<file path="src/rtl/ahb2apb_bridge_if.sv">
// AHB slave request/response and APB initiator signals bundled for the bridge.
// The slave modport is the bridge's view; master is the bus/testbench view.
interface ahb2apb_bridge_if #(
    parameter int ADDR_WID = 32,
    parameter int DATA_WID = 32
);
    // AHB side
    logic                hsel;
    logic [ADDR_WID-1:0] haddr;
    logic [1:0]          htrans;
    logic                hwrite;
    logic [DATA_WID-1:0] hwdata;
    logic                hready;
    logic                hreadyout;
    logic                hresp;
    logic [DATA_WID-1:0] hrdata;
    // APB side
    logic                psel;
    logic                penable;
    logic                pwrite;
    logic [ADDR_WID-1:0] paddr;
    logic [DATA_WID-1:0] pwdata;
    logic [DATA_WID-1:0] prdata;
    logic                pready;
    logic                pslverr;

    modport slave (
        input  hsel, haddr, htrans, hwrite, hwdata, hready,
        output hreadyout, hresp, hrdata,
        output psel, penable, pwrite, paddr, pwdata,
        input  prdata, pready, pslverr
    );

    modport master (
        output hsel, haddr, htrans, hwrite, hwdata, hready,
        input  hreadyout, hresp, hrdata,
        input  psel, penable, pwrite, paddr, pwdata,
        output prdata, pready, pslverr
    );
endinterface

</file>
<file path="src/rtl/ahb2apb_bridge.sv">
// AHB-to-APB bridge. Captures one AHB transfer, waits for an APB clock-edge
// strobe (pclken), then runs the APB SETUP/ACCESS phases and returns the
// response on AHB. Every output is registered; all logic runs on hclk.
module ahb2apb_bridge #(
    parameter int ADDR_WID = 32,
    parameter int DATA_WID = 32
) (
    input  logic             hclk,
    input  logic             hresetn,
    input  logic             pclken,
    ahb2apb_bridge_if.slave  bus
);

    typedef enum logic [2:0] {
        IDLE   = 3'd0,
        WAIT   = 3'd1,
        SETUP  = 3'd2,
        ACCESS = 3'd3,
        ERR    = 3'd4
    } state_t;

    state_t              state_q, state_d;
    logic [ADDR_WID-1:0] addr_q, addr_d;
    logic                write_q, write_d;

    logic                hreadyout_q, hreadyout_d;
    logic                hresp_q, hresp_d;
    logic [DATA_WID-1:0] hrdata_q, hrdata_d;
    logic                psel_q, psel_d;
    logic                penable_q, penable_d;
    logic                pwrite_q, pwrite_d;
    logic [ADDR_WID-1:0] paddr_q, paddr_d;
    logic [DATA_WID-1:0] pwdata_q, pwdata_d;

    // htrans[0] only separates NONSEQ from SEQ, which the bridge treats alike
    logic htrans_unused;
    assign htrans_unused = bus.htrans[0];

    logic capture;
    assign capture = bus.hsel && bus.htrans[1] && bus.hready && hreadyout_q;

    // Next-state and next-output logic; everything holds unless changed
    always_comb begin
        state_d     = state_q;
        addr_d      = addr_q;
        write_d     = write_q;
        hreadyout_d = hreadyout_q;
        hresp_d     = hresp_q;
        hrdata_d    = hrdata_q;
        psel_d      = psel_q;
        penable_d   = penable_q;
        pwrite_d    = pwrite_q;
        paddr_d     = paddr_q;
        pwdata_d    = pwdata_q;

        case (state_q)
            IDLE: begin
                // hresp left high by ERR drops here after its single IDLE cycle
                hreadyout_d = 1'b1;
                hresp_d     = 1'b0;
                if (capture) begin
                    state_d     = WAIT;
                    addr_d      = bus.haddr;
                    write_d     = bus.hwrite;
                    hreadyout_d = 1'b0;
                end
            end
            WAIT: begin
                // hwdata is in its data phase and held stable while stalled
                if (pclken) begin
                    state_d   = SETUP;
                    psel_d    = 1'b1;
                    penable_d = 1'b0;
                    paddr_d   = addr_q;
                    pwrite_d  = write_q;
                    pwdata_d  = bus.hwdata;
                end
            end
            SETUP: begin
                if (pclken) begin
                    state_d   = ACCESS;
                    penable_d = 1'b1;
                end
            end
            ACCESS: begin
                if (pclken && bus.pready) begin
                    psel_d    = 1'b0;
                    penable_d = 1'b0;
                    if (bus.pslverr) begin
                        state_d     = ERR;
                        hresp_d     = 1'b1;
                        hreadyout_d = 1'b0;
                    end else begin
                        state_d     = IDLE;
                        hresp_d     = 1'b0;
                        hreadyout_d = 1'b1;
                        if (!write_q) hrdata_d = bus.prdata;
                    end
                end
            end
            ERR: begin
                // second cycle of the two-cycle AHB error response
                state_d     = IDLE;
                hresp_d     = 1'b1;
                hreadyout_d = 1'b1;
            end
            default: begin
                state_d     = IDLE;
                hreadyout_d = 1'b1;
                hresp_d     = 1'b0;
                psel_d      = 1'b0;
                penable_d   = 1'b0;
            end
        endcase
    end

    // State and output registers with synchronous active-low reset
    always_ff @(posedge hclk) begin
        if (!hresetn) begin
            state_q     <= IDLE;
            addr_q      <= '0;
            write_q     <= 1'b0;
            hreadyout_q <= 1'b1;
            hresp_q     <= 1'b0;
            hrdata_q    <= '0;
            psel_q      <= 1'b0;
            penable_q   <= 1'b0;
            pwrite_q    <= 1'b0;
            paddr_q     <= '0;
            pwdata_q    <= '0;
        end else begin
            state_q     <= state_d;
            addr_q      <= addr_d;
            write_q     <= write_d;
            hreadyout_q <= hreadyout_d;
            hresp_q     <= hresp_d;
            hrdata_q    <= hrdata_d;
            psel_q      <= psel_d;
            penable_q   <= penable_d;
            pwrite_q    <= pwrite_d;
            paddr_q     <= paddr_d;
            pwdata_q    <= pwdata_d;
        end
    end

    assign bus.hreadyout = hreadyout_q;
    assign bus.hresp     = hresp_q;
    assign bus.hrdata    = hrdata_q;
    assign bus.psel      = psel_q;
    assign bus.penable   = penable_q;
    assign bus.pwrite    = pwrite_q;
    assign bus.paddr     = paddr_q;
    assign bus.pwdata    = pwdata_q;

endmodule

</file>
<file path="src/flat_wrapper.sv">
// flat-port wrapper written by rule: the top's interface ports become plain ports
module ahb2apb_bridge_flat 
#(
    parameter int ADDR_WID = 32,
    parameter int DATA_WID = 32
)
  (hclk, hresetn, pclken, bus_hsel, bus_haddr, bus_htrans, bus_hwrite, bus_hwdata, bus_hready, bus_hreadyout, bus_hresp, bus_hrdata, bus_psel, bus_penable, bus_pwrite, bus_paddr, bus_pwdata, bus_prdata, bus_pready, bus_pslverr);
  ahb2apb_bridge_if #(.ADDR_WID(ADDR_WID), .DATA_WID(DATA_WID)) bus_i ();
  input  logic hclk;
  input  logic hresetn;
  input  logic pclken;
  input wire logic [$bits(bus_i.hsel)-1:0] bus_hsel;
  input wire logic [$bits(bus_i.haddr)-1:0] bus_haddr;
  input wire logic [$bits(bus_i.htrans)-1:0] bus_htrans;
  input wire logic [$bits(bus_i.hwrite)-1:0] bus_hwrite;
  input wire logic [$bits(bus_i.hwdata)-1:0] bus_hwdata;
  input wire logic [$bits(bus_i.hready)-1:0] bus_hready;
  output wire logic [$bits(bus_i.hreadyout)-1:0] bus_hreadyout;
  output wire logic [$bits(bus_i.hresp)-1:0] bus_hresp;
  output wire logic [$bits(bus_i.hrdata)-1:0] bus_hrdata;
  output wire logic [$bits(bus_i.psel)-1:0] bus_psel;
  output wire logic [$bits(bus_i.penable)-1:0] bus_penable;
  output wire logic [$bits(bus_i.pwrite)-1:0] bus_pwrite;
  output wire logic [$bits(bus_i.paddr)-1:0] bus_paddr;
  output wire logic [$bits(bus_i.pwdata)-1:0] bus_pwdata;
  input wire logic [$bits(bus_i.prdata)-1:0] bus_prdata;
  input wire logic [$bits(bus_i.pready)-1:0] bus_pready;
  input wire logic [$bits(bus_i.pslverr)-1:0] bus_pslverr;
  assign bus_i.hsel = bus_hsel;
  assign bus_i.haddr = bus_haddr;
  assign bus_i.htrans = bus_htrans;
  assign bus_i.hwrite = bus_hwrite;
  assign bus_i.hwdata = bus_hwdata;
  assign bus_i.hready = bus_hready;
  assign bus_hreadyout = bus_i.hreadyout;
  assign bus_hresp = bus_i.hresp;
  assign bus_hrdata = bus_i.hrdata;
  assign bus_psel = bus_i.psel;
  assign bus_penable = bus_i.penable;
  assign bus_pwrite = bus_i.pwrite;
  assign bus_paddr = bus_i.paddr;
  assign bus_pwdata = bus_i.pwdata;
  assign bus_i.prdata = bus_prdata;
  assign bus_i.pready = bus_pready;
  assign bus_i.pslverr = bus_pslverr;
  ahb2apb_bridge #(.ADDR_WID(ADDR_WID), .DATA_WID(DATA_WID)) u_core (.hclk(hclk), .hresetn(hresetn), .pclken(pclken), .bus(bus_i));
endmodule
</file>
<file path="config.mk">
export PLATFORM = sky130hd
export DESIGN_NAME = ahb2apb_bridge_flat
export DESIGN_NICKNAME = d
export VERILOG_FILES = /design/src/rtl/ahb2apb_bridge_if.sv /design/src/rtl/ahb2apb_bridge.sv /design/src/flat_wrapper.sv
export SDC_FILE = /design/constraint.sdc
export NUM_CORES = 1
export LEC_CHECK = 0
export CAP_MARGIN = 20
export CORE_ASPECT_RATIO = 1.75
export CORE_MARGIN = 5
export CORE_UTILIZATION = 49
export CTS_BUF_LIST = sky130_fd_sc_hd__clkbuf_4 sky130_fd_sc_hd__clkbuf_8
export CTS_CLUSTER_SIZE = 14
export DETAILED_ROUTE_END_ITERATION = 7
export PLACE_DENSITY = 0.89
export SYNTH_ARGS = -nofsm -noshare
export SYNTH_HDL_FRONTEND = slang
export SYNTH_SLANG_ARGS = --single-unit
</file>
<file path="constraint.sdc">
create_clock -name hclk -period 2.2 [get_ports hclk]
set_clock_uncertainty 0.15 [all_clocks]
set_input_delay 0.22 -clock hclk [delete_from_list [all_inputs] [get_ports hclk]]
set_output_delay 0.22 -clock hclk [all_outputs]
set_load 0.05 [all_outputs]
</file>
==> impl_metrics.tcl, run 1 <==
set metrics [dict create \
    die_span_y_um 150.0 \
    end_kind "output port" \
    numPortBuffers 205 \
    max_slew.worst_pin.slew_ns 0.5886 \
    timing.reg2reg.setup_slack_ns 0.38 \
    achievable-frequency_mhz 502.5 \
    cell_type_of_the_slowest_stage_on_the_worst_timing_path "sky130_fd_sc_hd__clkdlybuf4s50_1" \
    hold_end "u_core.bus.hreadyout" \
    ys_ff_latch 137 \
    dr.pass1.iters 5 \
    worst_r2r_endpoint "u_core.bus.paddr[14]" \
    grt_overflow 0 \
    rsz0062_at_grt "no" \
    power_density_nw_per_um2 671.9 \
    synth_sequential_area_ratio 0.5000 \
    cts-buffers-inserted 17 \
    total_core_area_um2 11040 \
    worst_ep_required_time_ns 1.83 \
    grt_util_all_layers 0.2271 \
    final_cell_area_um2 8006 \
    hold_path.startpoint "hresetn" \
    count_of_hold_buffers_inserted_by_post_cts_repair 0 \
    power.leakage_uw 0.002721 \
    grt_start_max_net_pins 59 \
    num_io_pins 207 \
    worstSetupStartpointType "flop" \
    worstPathCellList "clkdlybuf4s50_1" \
    routed_wl_um 15700 \
    wl_per_cell_um 16.49 \
    final_count_of_pins_violating_max_slew 0 \
    status "complete, no violations" \
    cp_top_family "buffers and inverters" \
    start_util 0.4969 \
    layout_min_cycle_time_ns 1.990 \
    grt_pass1_vias 5192 \
    insertedDiodeCount 0 \
    synth_async_sr_flop_share 0 \
    place_inst 920 \
    wl_met2_um 8358 \
    fin_nets 913 \
    regToRegStartpoint "u_core.state_q[0]" \
    route.detailed.vias_per_inst 5.466 \
    clock_h_tree_levels 4 \
    cts.path.max_buffers 2 \
    worstSetupPathType "reg2out" \
    layout_overhead_on_the_synthesized_area_pct 45.96 \
    clock_insertion_delay_worst_skew_ns 0.42 \
    antenna_violating_nets_post_route 0 \
    worst_r2r_path_depth 4 \
    worstPathMaxFanout 4 \
    post_route_cells_drive_above_1_share 0.06829 \
    die_area_um2 13490 \
    tritoncts "built" \
    drc 0 \
    worstPathArrival_ns 1.62 \
    synth_area_um2 5485 \
    drt_iter0_markers 285 \
    gpl.final_weighted_congestion 0.8150 \
    clk_pin_slew_worst_paths_ns 0.08 \
    vdd_ir_drop_max_v 0.0004715 \
    report.final.setup_viol 0 \
    min_path_type "in2reg" \
    place_hpwl_um 11070 \
    fillerInstances 815 \
    detail_route.wirelength.met1_um 5776 \
    final_min_period_over_clock_period 0.9046 \
    vias 5204 \
    met3WireLength_um 978 \
    worstPathBufferInverterCount 1 \
    global_route_wire_length_before_repair_um 25250 \
    dominantRegCellSynth "sky130_fd_sc_hd__dfxtp_1" \
    rows 51 \
    cell_count_of_the_worst_hold_path 2 \
    post_cts_repair_timing_setup_buffer_count 0 \
    synthesis.area_per_instance_um2 8.748 \
    layout.area.seq_um2 2743 \
    number_of_instances_resized_during_post_cts_repair 0 \
    tns_ns 0 \
    max_cap_violations 0 \
    postPlaceCellArea_um2 7575 \
    maxSlewHeadroom 0.6071 \
    syn_inst 627 \
    max_stage_delay_ns 0.82 \
    layoutNonFillerInstCount 952 \
    synth_enable_flop_cells 0 \
    post_synth_net_total 733 \
    multi_input_comb_area_um2 2424 \
    netlist-cell-type-count 35 \
    yosysWarningCount 0 \
    route.top_layer_used "met4" \
    cts_root_buffer "sky130_fd_sc_hd__clkbuf_8" \
    die_x_um 89.98 \
    number_of_clock_sinks 137 \
    finalHoldViolCount 0 \
    antenna_found_initial 0 \
]
placed cells by master (no fill, tap or decap), drive strengths merged, types with 2 or more instances in the layout:
cell type,count
clkbuf,22
o21ai,67
nand4bb,2
nor2,4
and4,2
nand3,65
dfxtp,137
nand2b,2
clkdlybuf4s50,204
clkinv,4
a31oi,3
nor3,4
bufinv,3
nand2,132
buf,18
inv,2
clkinvlp,2
and4bb,2
and3b,2
a21boi,130
per-layer routing:
metal,GRT usage,vias up
li1,-,2508
met1,0.2405,2433
met2,0.4139,223
met3,0.06187,40
met4,0.1058,0
met5,0,-
cell usage after synthesis (all sizes together) (3+ instances only):
| library cell | n | area, µm² |
|---|---|---|
| a21boi | 130 | 975.9 |
| a31oi | 3 | 18.77 |
| buf | 36 | 237.7 |
| clkbuf | 25 | 93.84 |
| dfxtp | 137 | 2743 |
| nand2 | 132 | 495.5 |
| nand3 | 65 | 325.3 |
| nor2 | 4 | 17.52 |
| nor3 | 4 | 31.28 |
| o21ai | 67 | 335.3 |
flip-flops by register name, indices dropped and copies added (netlist names):
signal                flops
u_core.addr_q            32
u_core.bus.penable        1
u_core.state_q            3
u_core.bus.hresp          1
u_core.bus.hreadyout      1
u_core.bus.hrdata        32
u_core.bus.pwrite         1
u_core.bus.psel           1
u_core.bus.paddr         32
u_core.write_q            1
u_core.bus.pwdata        32
report_power, final:
part	leakage, µW	switching (µW)	total, µW	internal (µW)
combinational	0.00140	313	627	314
clock	0.000216	952	2190	1240
sequential	0.00111	33.5	2560	2530
how the worst max path moves through the flow:
stage                                     from                   end  slack (ns)  cells past startpoint
final                     u_core.bus.hreadyout         bus_hreadyout        0.21                      1
after floorplan           u_core.bus.hreadyout  u_core.bus.hreadyout        0.47                      4
after global routing      u_core.bus.hreadyout         bus_hreadyout        0.12                      1
after CTS                 u_core.bus.hreadyout         bus_hreadyout        0.17                      1
after detailed placement                pclken  u_core.bus.paddr[14]        0.17                      5
after global placement                  pclken  u_core.bus.paddr[14]        0.24                      5
metrics by stage:
step                      power, µW  worst slack, ns  utilization  hold slack, ns
final                          5380           0.2099       0.7253         0.03842
after global routing           5592           0.1210       0.7253         0.02155
after CTS                      5428           0.1736       0.7253         0.01039
after detailed placement       3240           0.1746       0.6862          0.2938
after global placement         3224           0.2411       0.6862          0.2845
after floorplan                2938           0.4676            -          0.2049
kinds of logic after synthesis:
group / Yosys count / synth area share
AND/OR/NAND/NOR: 223 / 0.1882
flip-flops: 137 / 0.5000
buffers and inverters: 62 / 0.06113
AO/OA/AOI/OAI: 205 / 0.2507
final cells by class:
class                   count  share of cell area
flip-flops and latches    137              0.3426
clock inverters            10             0.01766
repair buffers            222              0.2797
multi-input cells         428              0.3027
clock buffers              22             0.03626
well taps                 132             0.02063
inverters                   1           0.0004688
Note: power is estimated with default switching activity, not from simulation.
==> run 2: changes to the inputs <==
Settings changed: PLACE_DENSITY 0.89 to 0.95.
==> run 2 against run 1 <==
Net effect: via count decreased by 0.21%; clock-buffer cell count decreased by 1; die area unchanged; fmax decreased by 1.2%; sequential power about the same; final cell count increased by 0.11%; first-iteration DRC count increased by 8.4%; power decreased by 2.5%; clock power decreased by 6%; global-route usage increased by 0.83 points; largest cell class unchanged; worst setup slack got worse by 0.023 ns; highest routed layer unchanged.
==> impl_metrics.tcl, run 2 (synthesized netlist as in run 1, its figures left out) <==
set metrics [dict create \
    startpoint "u_core.bus.hreadyout" \
    fillerInstances 820 \
    place_hpwl_um 11410 \
    die_span_y_um 150.0 \
    fin_nets 915 \
    global_route_wire_length_before_repair_um 25800 \
    count_of_hold_buffers_inserted_by_post_cts_repair 0 \
    max_cap_violations 0 \
    critical_path_depth 1 \
    clock_insertion_delay_worst_skew_ns 0.43 \
    cp_top_family "buffers and inverters" \
    final.setup.worst_slack_ns 0.1864 \
    min_path_type "in2reg" \
    finalHoldViolCount 0 \
    wl_per_cell_um 16.99 \
    num_io_pins 207 \
    clk_pin_slew_worst_paths_ns 0.07 \
    regToRegStartpoint "u_core.state_q[2]" \
    detailedPlace.worstSlack_ns 0.1459 \
    cts.path.max_buffers 2 \
    total_core_area_um2 11040 \
    grt.met3_usage 0.05986 \
    rows 51 \
    layout_overhead_on_the_synthesized_area_pct 45.35 \
    max_stage_delay_ns 0.83 \
    worstPathBufferInverterCount 1 \
    rsz0062_at_grt "no" \
    vdd_ir_drop_max_v 0.0004700 \
    post_route_cells_drive_above_1_share 0.06943 \
    route.detailed.vias_per_inst 5.449 \
    vias 5193 \
    status "complete, no violations" \
    worst_ep_required_time_ns 1.83 \
    grt_overflow 0 \
    die_area_um2 13490 \
    grt_pass1_vias 5275 \
    report.final.setup_viol 0 \
    number_of_clock_sinks 137 \
    most_common_library_cell_in_the_layout_ignoring_fill_and_taps "sky130_fd_sc_hd__clkdlybuf4s50_1" \
    grt_start_max_net_pins 67 \
    routed_wl_um 16190 \
    final_min_period_over_clock_period 0.9153 \
    drc 0 \
    antenna_violating_nets_post_route 0 \
    cts-buffers-inserted 17 \
    antenna_found_initial 0 \
    worstSetupPathType "reg2out" \
    worstPathArrival_ns 1.64 \
    grt_util_all_layers 0.2354 \
    global_route_track_usage_on_met2 0.4161 \
    number_of_instances_resized_during_post_cts_repair 0 \
    numPortBuffers 205 \
    timing.reg2reg.setup_slack_ns 0.27 \
    start_util 0.4969 \
    worstPathMaxFanout 4 \
    maxSlewHeadroom 0.6151 \
    tritoncts "built" \
    gpl.final_weighted_congestion 0.8478 \
    commonest_cells_after_routing_fill_and_taps_aside "204 x sky130_fd_sc_hd__clkdlybuf4s50_1, 137 x sky130_fd_sc_hd__dfxtp_1, 132 x sky130_fd_sc_hd__nand2_1" \
    final_count_of_pins_violating_max_slew 0 \
    worstPathCellList "clkdlybuf4s50_1" \
    insertedDiodeCount 0 \
    worst_r2r_path_depth 4 \
    achievable-frequency_mhz 496.6 \
    drt_iter0_markers 309 \
    power.leakage_uw 0.002704 \
    power_density_nw_per_um2 658.0 \
    worstSetupEndpoint "bus_hreadyout" \
    tns_ns 0 \
    cell_type_of_the_slowest_stage_on_the_worst_timing_path "sky130_fd_sc_hd__clkdlybuf4s50_1" \
    layout_min_cycle_time_ns 2.014 \
    dr.pass1.iters 5 \
    worst_r2r_endpoint "u_core.addr_q[0]" \
    post_cts_repair_timing_setup_buffer_count 0 \
    worstSetupStartpointType "flop" \
    grt.busiest_layer "met2" \
    end_kind "output port" \
    clock_h_tree_levels 4 \
    max_slew.worst_pin.slew_ns 0.5756 \
    cts_root_buffer "sky130_fd_sc_hd__clkbuf_8" \
    die_x_um 89.98 \
    globalRouteMet1Util 0.2489 \
]
==> run 2: power by group <==
group / switching (µW) / internal (µW) / leakage, µW
clock: 967 / 1090 / 0.000196
combinational: 324 / 310 / 0.00140
sequential: 28.0 / 2530 / 0.00111
total: 1320 / 3930 / 0.00270
==> run 2: metrics by stage <==
stage	hold WS (ns)	std cells	utilization	power [µW]	area, µm²
after floorplan	0.2049	627	-	2938	5485
after global placement	0.2822	922	0.6864	3221	7577
after detailed placement	0.2925	922	0.6864	3240	7577
after CTS	0.01957	953	0.7222	5285	7973
after global routing	0.03606	953	0.7222	5450	7973
final	0.05271	953	0.7222	5246	7973
==> run 2: cell type report <==
class,count,area (µm²),area share
inverters,1,3.754,0.0004708
multi-input cells,428,2424,0.3040
well taps,132,165.2,0.02072
flip-flops and latches,137,2743,0.3440
clock inverters,10,118.9,0.01491
clock buffers,21,276.5,0.03468
repair buffers,224,2242,0.2812
==> run 2: worst min path at each step <==
stage / end / start / depth (start not counted) / slack (ns)
floorplan: u_core.bus.pwdata[0] / bus_hwdata[0] / 2 / 0.20
global placement: u_core.bus.paddr[18] / u_core.addr_q[18] / 2 / 0.28
detailed placement: u_core.bus.paddr[13] / u_core.addr_q[13] / 2 / 0.29
CTS: u_core.bus.hreadyout / hresetn / 2 / 0.02
global route: u_core.bus.hreadyout / hresetn / 2 / 0.04
finish: u_core.bus.hreadyout / hresetn / 2 / 0.05
==> run 2: per-layer routing <==
layer	vias up	share of wire
met3	50	0.054
met1	2415	0.36
met4	0	0.046
met2	209	0.54
li1	2519	-
met5	-	0
